--- config.mk ---
export PLATFORM = sky130hd
export DESIGN_NAME = recirc_merge
export DESIGN_NICKNAME = d
export VERILOG_FILES = /design/src/rtl/recirc_merge.sv
export SDC_FILE = /design/constraint.sdc
export NUM_CORES = 1
export LEC_CHECK = 0
export CORE_ASPECT_RATIO = 2
export CORE_UTILIZATION = 25
export CTS_CLUSTER_SIZE = 24
export DETAILED_ROUTE_END_ITERATION = 16
export PLACE_DENSITY = 0.39
export SKIP_LAST_GASP = 1
export SLEW_MARGIN = 20
export SYNTH_ARGS = -nofsm -noshare
export SYNTH_HDL_FRONTEND = slang
export SYNTH_SLANG_ARGS = --single-unit
--- constraint.sdc ---
create_clock -name clk -period 3.2 [get_ports clk]
set_clock_uncertainty 0.05 [all_clocks]
set_input_delay 0.64 -clock clk [delete_from_list [all_inputs] [get_ports clk]]
set_output_delay 0.64 -clock clk [all_outputs]
set_load 0.02 [all_outputs]
--- src/rtl/recirc_merge.sv ---
// Merges recirculated 4-lane words with fresh words, buffering fresh traffic in a small FIFO.
// Optional sticky overflow flag: define RECIRC_MERGE_OVF_EN to add the overflow_err port.
module recirc_merge #(
  parameter int DATA_WIDTH = 8,
  parameter int FIFO_DEPTH = 4,
  parameter int ADDR_W     = 2
) (
  input  logic                  clk,
  input  logic                  reset,
  input  logic [DATA_WIDTH-1:0] data_0,
  input  logic [DATA_WIDTH-1:0] data_1,
  input  logic [DATA_WIDTH-1:0] data_2,
  input  logic [DATA_WIDTH-1:0] data_3,
  input  logic                  valid_0,
  input  logic                  valid_1,
  input  logic                  valid_2,
  input  logic                  valid_3,
  input  logic [DATA_WIDTH-1:0] data_0r,
  input  logic [DATA_WIDTH-1:0] data_1r,
  input  logic [DATA_WIDTH-1:0] data_2r,
  input  logic [DATA_WIDTH-1:0] data_3r,
  input  logic                  valid_0r,
  input  logic                  valid_1r,
  input  logic                  valid_2r,
  input  logic                  valid_3r,
  output logic [DATA_WIDTH-1:0] data_0_out,
  output logic [DATA_WIDTH-1:0] data_1_out,
  output logic [DATA_WIDTH-1:0] data_2_out,
  output logic [DATA_WIDTH-1:0] data_3_out,
  output logic                  valid_0_out,
  output logic                  valid_1_out,
  output logic                  valid_2_out,
  output logic                  valid_3_out,
  output logic                  pause,
  output logic                  fifo_empty,
  output logic                  fifo_full,
`ifdef RECIRC_MERGE_OVF_EN
  output logic                  overflow_err,
`endif
  output logic [1:0]            state
);

  localparam int WW = 4*DATA_WIDTH + 4;
  localparam logic [1:0] ST_PASS   = 2'd0;
  localparam logic [1:0] ST_RECIRC = 2'd1;
  localparam logic [1:0] ST_DRAIN  = 2'd2;
  localparam logic [ADDR_W:0] DEPTH_C  = (ADDR_W+1)'(FIFO_DEPTH);
  localparam logic [ADDR_W:0] THRESH_C = (ADDR_W+1)'(FIFO_DEPTH - 1);

  logic [WW-1:0]     fresh_w, recirc_w, head_w;
  logic [WW-1:0]     out_q, out_d;
  logic [WW-1:0]     mem_q [FIFO_DEPTH];
  logic [ADDR_W-1:0] wr_ptr_q, rd_ptr_q;
  logic [ADDR_W:0]   count_q, count_d;
  logic [1:0]        state_q, state_d;
  logic              pause_q, pause_d;
  logic              ovf_q;
  logic              fresh_present, recirc_present, empty_s, full_s;
  logic              push_req, pop, wr_en, drop;

  // Word layout: valids in the top nibble, lane 0 data in the low byte.
  assign fresh_w  = {valid_3, valid_2, valid_1, valid_0, data_3, data_2, data_1, data_0};
  assign recirc_w = {valid_3r, valid_2r, valid_1r, valid_0r, data_3r, data_2r, data_1r, data_0r};
  assign head_w   = mem_q[rd_ptr_q];
  assign fresh_present  = valid_0 | valid_1 | valid_2 | valid_3;
  assign recirc_present = valid_0r | valid_1r | valid_2r | valid_3r;
  assign empty_s = (count_q == '0);
  assign full_s  = (count_q == DEPTH_C);

  always_comb begin
    out_d    = '0;
    state_d  = ST_PASS;
    push_req = 1'b0;
    pop      = 1'b0;
    if (recirc_present) begin
      out_d    = recirc_w;
      state_d  = ST_RECIRC;
      push_req = fresh_present;
    end else if (!empty_s) begin
      out_d    = head_w;
      state_d  = ST_DRAIN;
      pop      = 1'b1;
      push_req = fresh_present;
    end else if (fresh_present) begin
      out_d    = fresh_w;
      state_d  = ST_PASS;
    end else begin
      out_d    = '0;
      state_d  = ST_PASS;
    end
    // When full, a simultaneous pop frees the head slot that wr_ptr points at.
    wr_en = push_req && (!full_s || pop);
    drop  = push_req && full_s && !pop;
    case ({wr_en, pop})
      2'b10:   count_d = count_q + (ADDR_W+1)'(1);
      2'b01:   count_d = count_q - (ADDR_W+1)'(1);
      default: count_d = count_q;
    endcase
    pause_d = (count_d >= THRESH_C);
  end

  always_ff @(posedge clk) begin
    if (reset) begin
      out_q    <= '0;
      state_q  <= ST_PASS;
      pause_q  <= 1'b0;
      count_q  <= '0;
      wr_ptr_q <= '0;
      rd_ptr_q <= '0;
      ovf_q    <= 1'b0;
    end else begin
      out_q   <= out_d;
      state_q <= state_d;
      pause_q <= pause_d;
      count_q <= count_d;
      if (wr_en) wr_ptr_q <= wr_ptr_q + ADDR_W'(1);
      if (pop)   rd_ptr_q <= rd_ptr_q + ADDR_W'(1);
      if (drop)  ovf_q    <= 1'b1;
    end
  end

  always_ff @(posedge clk) begin
    if (!reset && wr_en) mem_q[wr_ptr_q] <= fresh_w;
  end

  assign data_0_out  = out_q[0*DATA_WIDTH +: DATA_WIDTH];
  assign data_1_out  = out_q[1*DATA_WIDTH +: DATA_WIDTH];
  assign data_2_out  = out_q[2*DATA_WIDTH +: DATA_WIDTH];
  assign data_3_out  = out_q[3*DATA_WIDTH +: DATA_WIDTH];
  assign valid_0_out = out_q[4*DATA_WIDTH + 0];
  assign valid_1_out = out_q[4*DATA_WIDTH + 1];
  assign valid_2_out = out_q[4*DATA_WIDTH + 2];
  assign valid_3_out = out_q[4*DATA_WIDTH + 3];
  assign pause       = pause_q;
  assign fifo_empty  = empty_s;
  assign fifo_full   = full_s;
  assign state       = state_q;
`ifdef RECIRC_MERGE_OVF_EN
  assign overflow_err = ovf_q;
`else
  logic unused_ovf_s;
  assign unused_ovf_s = ovf_q;
`endif

endmodule

### Word level (Yosys, flattened, before mapping)

Memories as Yosys holds them, arrays and structs flattened. A register that Yosys moved wholly into a read port is not among the register bits.
Cells that the tools add are included.

| word-level totals | value |
|---|---|
| register bits after elaboration | 46 |
| memory bits (writable) | 144 |
| input bits | 74 |
| output and inout bits | 41 |
| word-level logic and storage cells | 43 |
| memories kept | 1 |

| cells by class | value |
|---|---|
| add/sub/neg operators | 4 |
| $lt $le $gt $ge | 1 |
| equality and inequality tests | 3 |
| muxes and demuxes | 14 |
| bitwise gates (word level) | 6 |
| reductions and logical operators | 7 |

Memory list:

| memory | words | width | read ports | clocked after memory_dff | write ports | RTL line | RTL |
|---|---|---|---|---|---|---|---|
| mem_q | 4 | 36 | 1 | 1 | 1 | 52 | `logic [WW-1:0] mem_q [FIFO_DEPTH];` |

Operators with widths:

| cell | number |
|---|---|
| 36-bit 2-to-1 mux | 3 |
| 1-bit 2-to-1 mux | 7 |
| 2-bit 2-to-1 mux | 3 |
| 1-bit OR | 6 |
| 3-bit case mux with 2 select lines | 1 |
| 2-bit by 1-bit adder with 2-bit output (second input constant) | 2 |
| 3-bit by 1-bit adder with 3-bit output (second input constant) | 1 |
| 3-bit equality test (second input constant) | 1 |
| 3-bit by 2-bit greater-or-equal comparator with 1-bit output (second input constant) | 1 |
| 3-bit logical NOT | 1 |
| 3-bit by 1-bit subtractor with 3-bit output (second input constant) | 1 |
| 2-bit by 1-bit equality test with 1-bit output (second input constant) | 1 |
| 2-bit equality test (second input constant) | 1 |
| 1-bit logical AND | 2 |
| 1-bit logical NOT | 2 |
| 2-bit OR reduction | 1 |
| 1-bit logical OR | 1 |

### Longest topological paths before layout

Gate-level depths: netlist of run 1.

| logic depth | value |
|---|---|
| word-level depth | 9 |
| mapped depth | 11 |
| depth with buffers taken out | 7 |

### Worst setup path before layout of run 1

No wires, ideal clock.

| timing path | value |
|---|---|
| kind | input to register |
| from | in valid_2r |
| to | mem mem_q[0][0] in the netlist's numbering (enable) |
| library setup time | 397 ps |
| arrival time | 2373 ps |
| data required time | 2753 ps |
| setup slack | 381 ps |
| cell stages on the path | 5 |
| buffers on the path | 0 |
| cells stage by stage | nor4_4 > xnor2_1 > o21bai_1 > nor2_1 > and2_1 |

| on the way | value |
|---|---|
| cells in the longest elaborated chain, start to end | 8 |
| elaborated cells on any way between the ends | 9 |
| classes of those cells | mux: 4; bitwise: 2; reduce/logical: 3 |

Ends and longest elaborated chain:

| what | RTL line | RTL |
|---|---|---|
| start: declaration | 24 | `input logic valid_2r,` |
| 1-bit OR (*) (2 in series) | 66 | `assign recirc_present = valid_0r \| valid_1r \| valid_2r \| valid_3r;` |
| 1-bit 2-to-1 mux | 75 | `if (recirc_present) begin` |
| 1-bit logical OR | 92 | `wr_en = push_req && (!full_s \|\| pop);` |
| 1-bit logical AND (*) | 92 |  |
| 1-bit logical AND (*) | 123 | `if (!reset && wr_en) mem_q[wr_ptr_q] <= fresh_w;` |
| 1-bit 2-to-1 mux (*) | 123 |  |
| 1-bit 2-to-1 mux (implied by the code) (*) | 123 |  |
| end: declaration | 52 |  |

Every way passes the cells marked *; elsewhere a longest branch is shown, timed or not.

### Final worst setup path of run 1

| timing path | value |
|---|---|
| from | reg count_q[2] |
| to | out fifo_empty |

| on the way | value |
|---|---|
| cells in the longest elaborated chain, start to end | 1 |

Ends and longest elaborated chain:

| what | RTL line | RTL |
|---|---|---|
| start: declaration | 54 | `logic [ADDR_W:0] count_q, count_d;` |
| start signal: assignment | 115 | `count_q <= count_d;` |
| 3-bit logical NOT | 67 | `assign empty_s = (count_q == '0);` |
| end: declaration | 35 | `output logic fifo_empty,` |

Every way passes these cells.

==> impl_metrics.csv, run 1 <==
group,metric,value,unit
floorplanning,num_rows,88,
power,power-per-cell-area,640,mW/mm^2
logic_synthesis,ys_top_cells_by_area,"edfxtp_1 59%, dfxtp_1 13%, mux4_2 11%",
logic_synthesis,ys_async_sr_fraction,0,%
clock_network,clk_path_buf_depth,2,
timing,slew_viol_final,0,
timing,setup_tns,0,ns
finish,fin_nets,620,
critical_path,crit_start,"count_q[2]",
finish,diodes,0,
logic_synthesis,synth_top_area_cell,"edfxtp_1",
logic_synthesis,netlist_instances,418,
critical_path,crit_path_end,"fifo_empty",
power,peakVddDrop,0.331,mV
logic_synthesis,yosys_warnings,0,
critical_path,crit_type,"reg -> out",
critical_path,reg2reg_depth,8,
clock_network,path_clk_slew,0.07,ns
floorplanning,io_pins,115,
logic_synthesis,ys_types,38,
floorplanning,initial_core_util,25.5,%
logic_synthesis,syn-cell-area,0.00734,mm^2
grt,grt_pass1_vias,4685,
timing,max_slew_margin,55.9,%
critical_path,cp-start-kind,"flop",
routing,firstDrtPassIters,4,
finish,drive_gt1_share,18.8,%
routing,wirelength,18100,um
finish,final_cells,914,
logic_synthesis,syn-mean-instance-area,17.6,um^2
timing,fmax,366,MHz
clock_network,post_cts_buffers,0,
critical_path,worst_ep_arrival_time,2.04,ns
grt,grt_pass1_wl,27500,um
grt,grt_max_degree,47,
critical_path,crit_chain,"or3_2, inv_1, clkdlybuf4s50_1",
routing,wl_per_cell,19.8,um
clock_network,worstSkewPairLatency,0.44,ns
grt,gr-total-overflow,0,
critical_path,r2r_slack,0.82,ns
critical_path,worstPathMaxFanout,7,
timing,hold_slack,0.490,ns
routing,via_per_inst,4.53,
logic_synthesis,synth_nets,497,
clock_network,numCtsBuffers,17,
critical_path,critPathCaptureType,"output pin",
routing,drc,0,
finish,final_util,33.5,%
clock_network,ctsHoldBuffers,0,
finish,syn_to_final_growth,31.5,%
routing,vias,4137,
timing,rsz0062_at_grt,"false",
outcome,status,"finished, final reports clean",
grt,antenna_found_initial,0,
clock_network,htreeDepth,4,
grt,track_usage,12.9,%
job,drv_cap,0,
logic_synthesis,synth-edff-count,144,
timing,min_period,2.73,ns
floorplanning,die_y,244,um
floorplanning,die-area,0.0301,mm^2
critical_path,cp_slowest_cell,"clkdlybuf4s50_1",
power,p_leak,3.14,nW
routing,first_iter_violations,183,
timing,worstMarginPinSlew,0.662,ns
floorplanning,core-area,0.0288,mm^2
critical_path,rr_endpoint,"pause",
logic_synthesis,yosys.area.top_type_share,58.9,%
placed_design,port_buffers,114,
logic_synthesis,synthFlopType,"edfxtp_1",
critical_path,r2r_start,"count_q[2]",
clock_network,cts-root-buf,"clkbuf_16",
logic_synthesis,seq_area_frac_synth,72.0,%
floorplanning,fp.dieW,123,um
critical_path,cp_num_buf_inv,2,
power,finalPower,6.18,mW
routing,ant_nets,0,
timing,finalSetupViolCount,0,
worst_hold_path,hold_class,"reg -> reg",
placed_design,dp_cells,882,
critical_path,crit_family,"buffers and inverters",
placed_design,hpwlAfterDp,12000,um
clock_network,cts.sinks,192,
critical_path,path_depth,3,
logic_synthesis,ys_seq_elements,192,
critical_path,cp.required,2.51,ns
critical_path,cp_slowest_stage_delay,0.61,ns
clock_network,cts_tree,"yes",
timing,period_share,85.4,%
placed_design,gp_congestion,0.733,
clock_network,cts_resized,0,
timing,hold_viol_final,0,
metal layers:
| layer | vias to the layer above | part of all wire [%] | track usage, % |
|---|---|---|---|
| li1 | 1904 | - | - |
| met1 | 2126 | 38 | 14.0 |
| met2 | 87 | 56 | 23.5 |
| met3 | 20 | 3.1 | 2.80 |
| met4 | 0 | 2.2 | 5.53 |
| met5 | - | 0 | 0 |
cell usage in the layout (no fill, tap or decap), types with 2 or more instances in the layout:
master,instances
a211oi_1,31
a21oi_1,5
a22oi_1,32
and2_2,4
and4_1,2
buf_12,5
buf_4,15
bufinv_16,6
clkbuf_1,3
clkbuf_16,17
clkbuf_8,2
clkdlybuf4s50_1,113
dfxtp_1,46
edfxtp_1,144
ha_1,4
inv_1,5
mux2_2,4
mux4_2,36
nand3_1,2
nor2_1,44
nor3_1,3
nor4_4,2
xnor2_1,4
xor2_1,2
worst min-delay path, delay by kind of cell (launching register included):
family / cells / cell delay (ns)
simple gates: 1 / 0.07
xor+xnor: 1 / 0.09
flops: 1 / 0.34
report_power, final:
part           internal (mW)  total [mW]  switching, mW
logic                  0.371       0.823          0.452
clock network           1.51        2.43          0.921
registers               2.87        2.93         0.0562
total                   4.75        6.18           1.43
kinds of logic after synthesis:
family,share of synthesized area [%]
and+or+nand+nor,4.48
buffers and inverters,2.50
AOI/OAI and AO/OA,7.58
xor gates and xnor gates,0.716
muxes,11.8
adders and majority gates,0.954
DFF,72.0
layout make-up:
cell class	count	area (um^2)
clock inverters	10	205
clock buffers	22	464
multi-input cells	191	1880
repair buffers	134	1350
well taps	360	450
inverters	5	18.8
fillers	2865	19200
flip-flops and latches	192	5290
cell usage after synthesis (2+ instances only):
cell / number
xnor2_1: 4
and4_1: 2
dfxtp_1: 48
clkbuf_1: 13
nor3_1: 3
ha_1: 4
edfxtp_1: 144
nand3_1: 2
nor4_4: 2
mux4_2: 36
a211oi_1: 31
nor2_1: 44
buf_2: 9
xor2_1: 2
buf_6: 5
mux2_2: 4
a22oi_1: 32
and2_1: 4
inv_1: 5
a21oi_1: 5
buf_1: 2
sequential cells by signal (all words and copies together), names as in the netlist, named ones only:
register  count
mem_q       144
out_q        36
count_q       3
rd_ptr_q      2
state         2
wr_ptr_q      2
pause         1
per-stage QoR:
stage	area [um^2]	setup slack (ns)
final	9660	0.466
after global routing	9660	0.375
after CTS	9660	0.410
after detailed placement	8990	0.200
after global placement	8990	0.254
after floorplan	7340	0.381
worst min path at each step:
stage	from	endpoint	slack (ns)	cells after the start
2_1_floorplan	rd_ptr_q[1]	flop	0.43	2
3_3_place_gp	count_q[0]	count_q[0]	0.46	2
3_5_place_dp	rd_ptr_q[0]	flop	0.47	2
4_1_cts	rd_ptr_q[0]	rd_ptr_q[0]	0.49	2
5_1_grt	count_q[0]	count_q[0]	0.52	2
6_report	rd_ptr_q[0]	rd_ptr_q[0]	0.49	2
Power figures use the tool's default switching activity.
==> run 2: changes to the inputs <==
GPL_TIMING_DRIVEN = 1   (was unset)
HOLD_SLACK_MARGIN = 0.03   (was unset)
PLACE_DENSITY = unset   (was 0.39)
==> impl_metrics.csv, run 2 (synthesis gave the netlist of run 1 again) <==
group,metric,value,unit
finish,final_cell_mix,"144 x edfxtp_1, 113 x clkdlybuf4s50_1, 46 x dfxtp_1",
placed_design,place_area,0.00895,mm^2
floorplanning,die_y,244,um
clock_network,worstSkewPairLatency,0.43,ns
finish,diodes,0,
critical_path,critPathCaptureType,"output pin",
routing,wirelength,18100,um
power,p_leak,3.07,nW
power,p_clk_share,35.1,%
clock_network,ctsHoldBuffers,0,
timing,fmax,332,MHz
clock_network,cts.sinks,192,
routing,drc,0,
clock_network,htreeDepth,4,
clock_network,clk_path_buf_depth,2,
clock_network,cts_tree,"yes",
timing,slew_viol_final,0,
critical_path,worstPathMaxFanout,19,
floorplanning,initial_core_util,25.5,%
timing,period_share,94.1,%
grt,grt_pass1_vias,4655,
power,power-per-cell-area,608,mW/mm^2
worst_hold_path,hold_class,"reg -> reg",
critical_path,crit_type,"reg -> out",
finish,drive_gt1_share,18.2,%
routing,wl_per_cell,19.9,um
finish,largest_register_ffs,144,
placed_design,gp_congestion,0.720,
finish,reg_top3,"mem_q (144), out_q (36), count_q (3)",
floorplanning,io_pins,115,
routing,vias,4166,
power,swShare,25.3,%
floorplanning,fp.dieW,123,um
timing,worstMarginPinSlew,0.960,ns
placed_design,port_buffers,114,
timing,rsz0062_at_grt,"false",
job,drv_cap,0,
timing,hold_viol_final,0,
power,p_int,4.32,mW
grt,antenna_found_initial,1,
finish,fin_nets,615,
finish,syn_to_final_growth,29.5,%
finish,final_common_cell,"edfxtp_1",
timing,setup_tns,0,ns
power,seq_power_share,50.7,%
power,p_comb_share,14.2,%
timing,finalSetupViolCount,0,
critical_path,cp_slowest_stage_delay,0.76,ns
grt,gr-total-overflow,0,
finish,postLayoutCellArea,0.00951,mm^2
clock_network,path_clk_slew,0.07,ns
timing,max_slew_margin,35.9,%
critical_path,cp_slowest_cell,"or3_2",
routing,firstDrtPassIters,4,
floorplanning,die-area,0.0301,mm^2
timing,min_period,3.01,ns
outcome,status,"finished, final reports clean",
routing,first_iter_violations,274,
critical_path,crit_chain,"or3_2, inv_1, clkdlybuf4s50_1",
power,p_switching,1.46,mW
floorplanning,num_rows,88,
critical_path,cp.required,2.51,ns
critical_path,worst_ep_arrival_time,2.32,ns
clock_network,numCtsBuffers,17,
routing,via_per_inst,4.58,
clock_network,cts-root-buf,"clkbuf_16",
critical_path,cp-start-kind,"flop",
routing,ant_nets,0,
grt,grt_max_degree,62,
finish,top_register,"mem_q",
clock_network,post_cts_buffers,0,
floorplanning,core-area,0.0288,mm^2
placed_design,hpwlAfterDp,12400,um
power,peakVddDrop,0.411,mV
grt,grt_pass1_wl,27500,um
clock_network,cts_resized,0,
grt,track_usage,12.8,%
[run 2: final timing paths]
| check | from | slack, ns | endpoint | depth (start not counted) |
|---|---|---|---|---|
| setup / recovery | count_q[2] | 0.19 | fifo_empty | 3 |
| hold / removal | rd_ptr_q[1] | 0.49 | flop | 2 |
| setup reg to reg | count_q[2] | 0.45 | out_q[22] | 4 |
| hold reg to reg | rd_ptr_q[1] | 0.49 | flop | 2 |
[run 2: power by group through the flow]
| stage | combinational (mW) | clock [mW] | sequential, mW |
|---|---|---|---|
| final | 0.820 | 2.03 | 2.93 |
| after detailed placement | 0.831 | 0 | 2.99 |
| after CTS | 0.837 | 2.09 | 2.94 |
| after global routing | 0.881 | 2.17 | 2.95 |
| after floorplan | 0.421 | 0 | 3.01 |
| after global placement | 0.815 | 0 | 2.98 |
[run 2: cell type report]
class                      instances  area [um^2]
inverter                           5         18.8
multi-input combinational        191         1880
timing repair buffer             129         1310
tap                              360          450
clock inverter                    14          130
sequential                       192         5290
fill                            2819        19300
clock buffer                      18          429
[run 2: through the flow]
step | utilization, % | cells | power [mW] | hold slack [ns] | setup slack, ns
CTS | 33.0 | 909 | 5.86 | 0.495 | 0.133
finish | 33.0 | 909 | 5.78 | 0.491 | 0.190
floorplan | - | 418 | 3.43 | 0.435 | 0.381
detailed placement | 31.0 | 877 | 3.82 | 0.483 | 0.112
global placement | 31.0 | 877 | 3.79 | 0.456 | 0.219
global route | 33.0 | 909 | 6.00 | 0.512 | 0.106
[run 2: critical path: cells and delay by family, from the launching register on]
family / cells / cell delay (ns)
AND/OR/NAND/NOR: 1 / 0.76
buffers and inverters: 2 / 0.75
flip-flops: 1 / 0.38
[run 2: metal layers]
metal	vias up	global-route usage, %	share of wire (%)
met4	2	5.95	2.9
met3	26	2.64	3.2
li1	1897	-	-
met5	-	0	0.061
met2	89	24.3	59
met1	2152	12.7	35
==> run 3: changes to the inputs <==
SLEW_MARGIN = 10   (was 20)
==> results of run 3 <==
Final layout, timing and power as in run 2 (identical DEF).
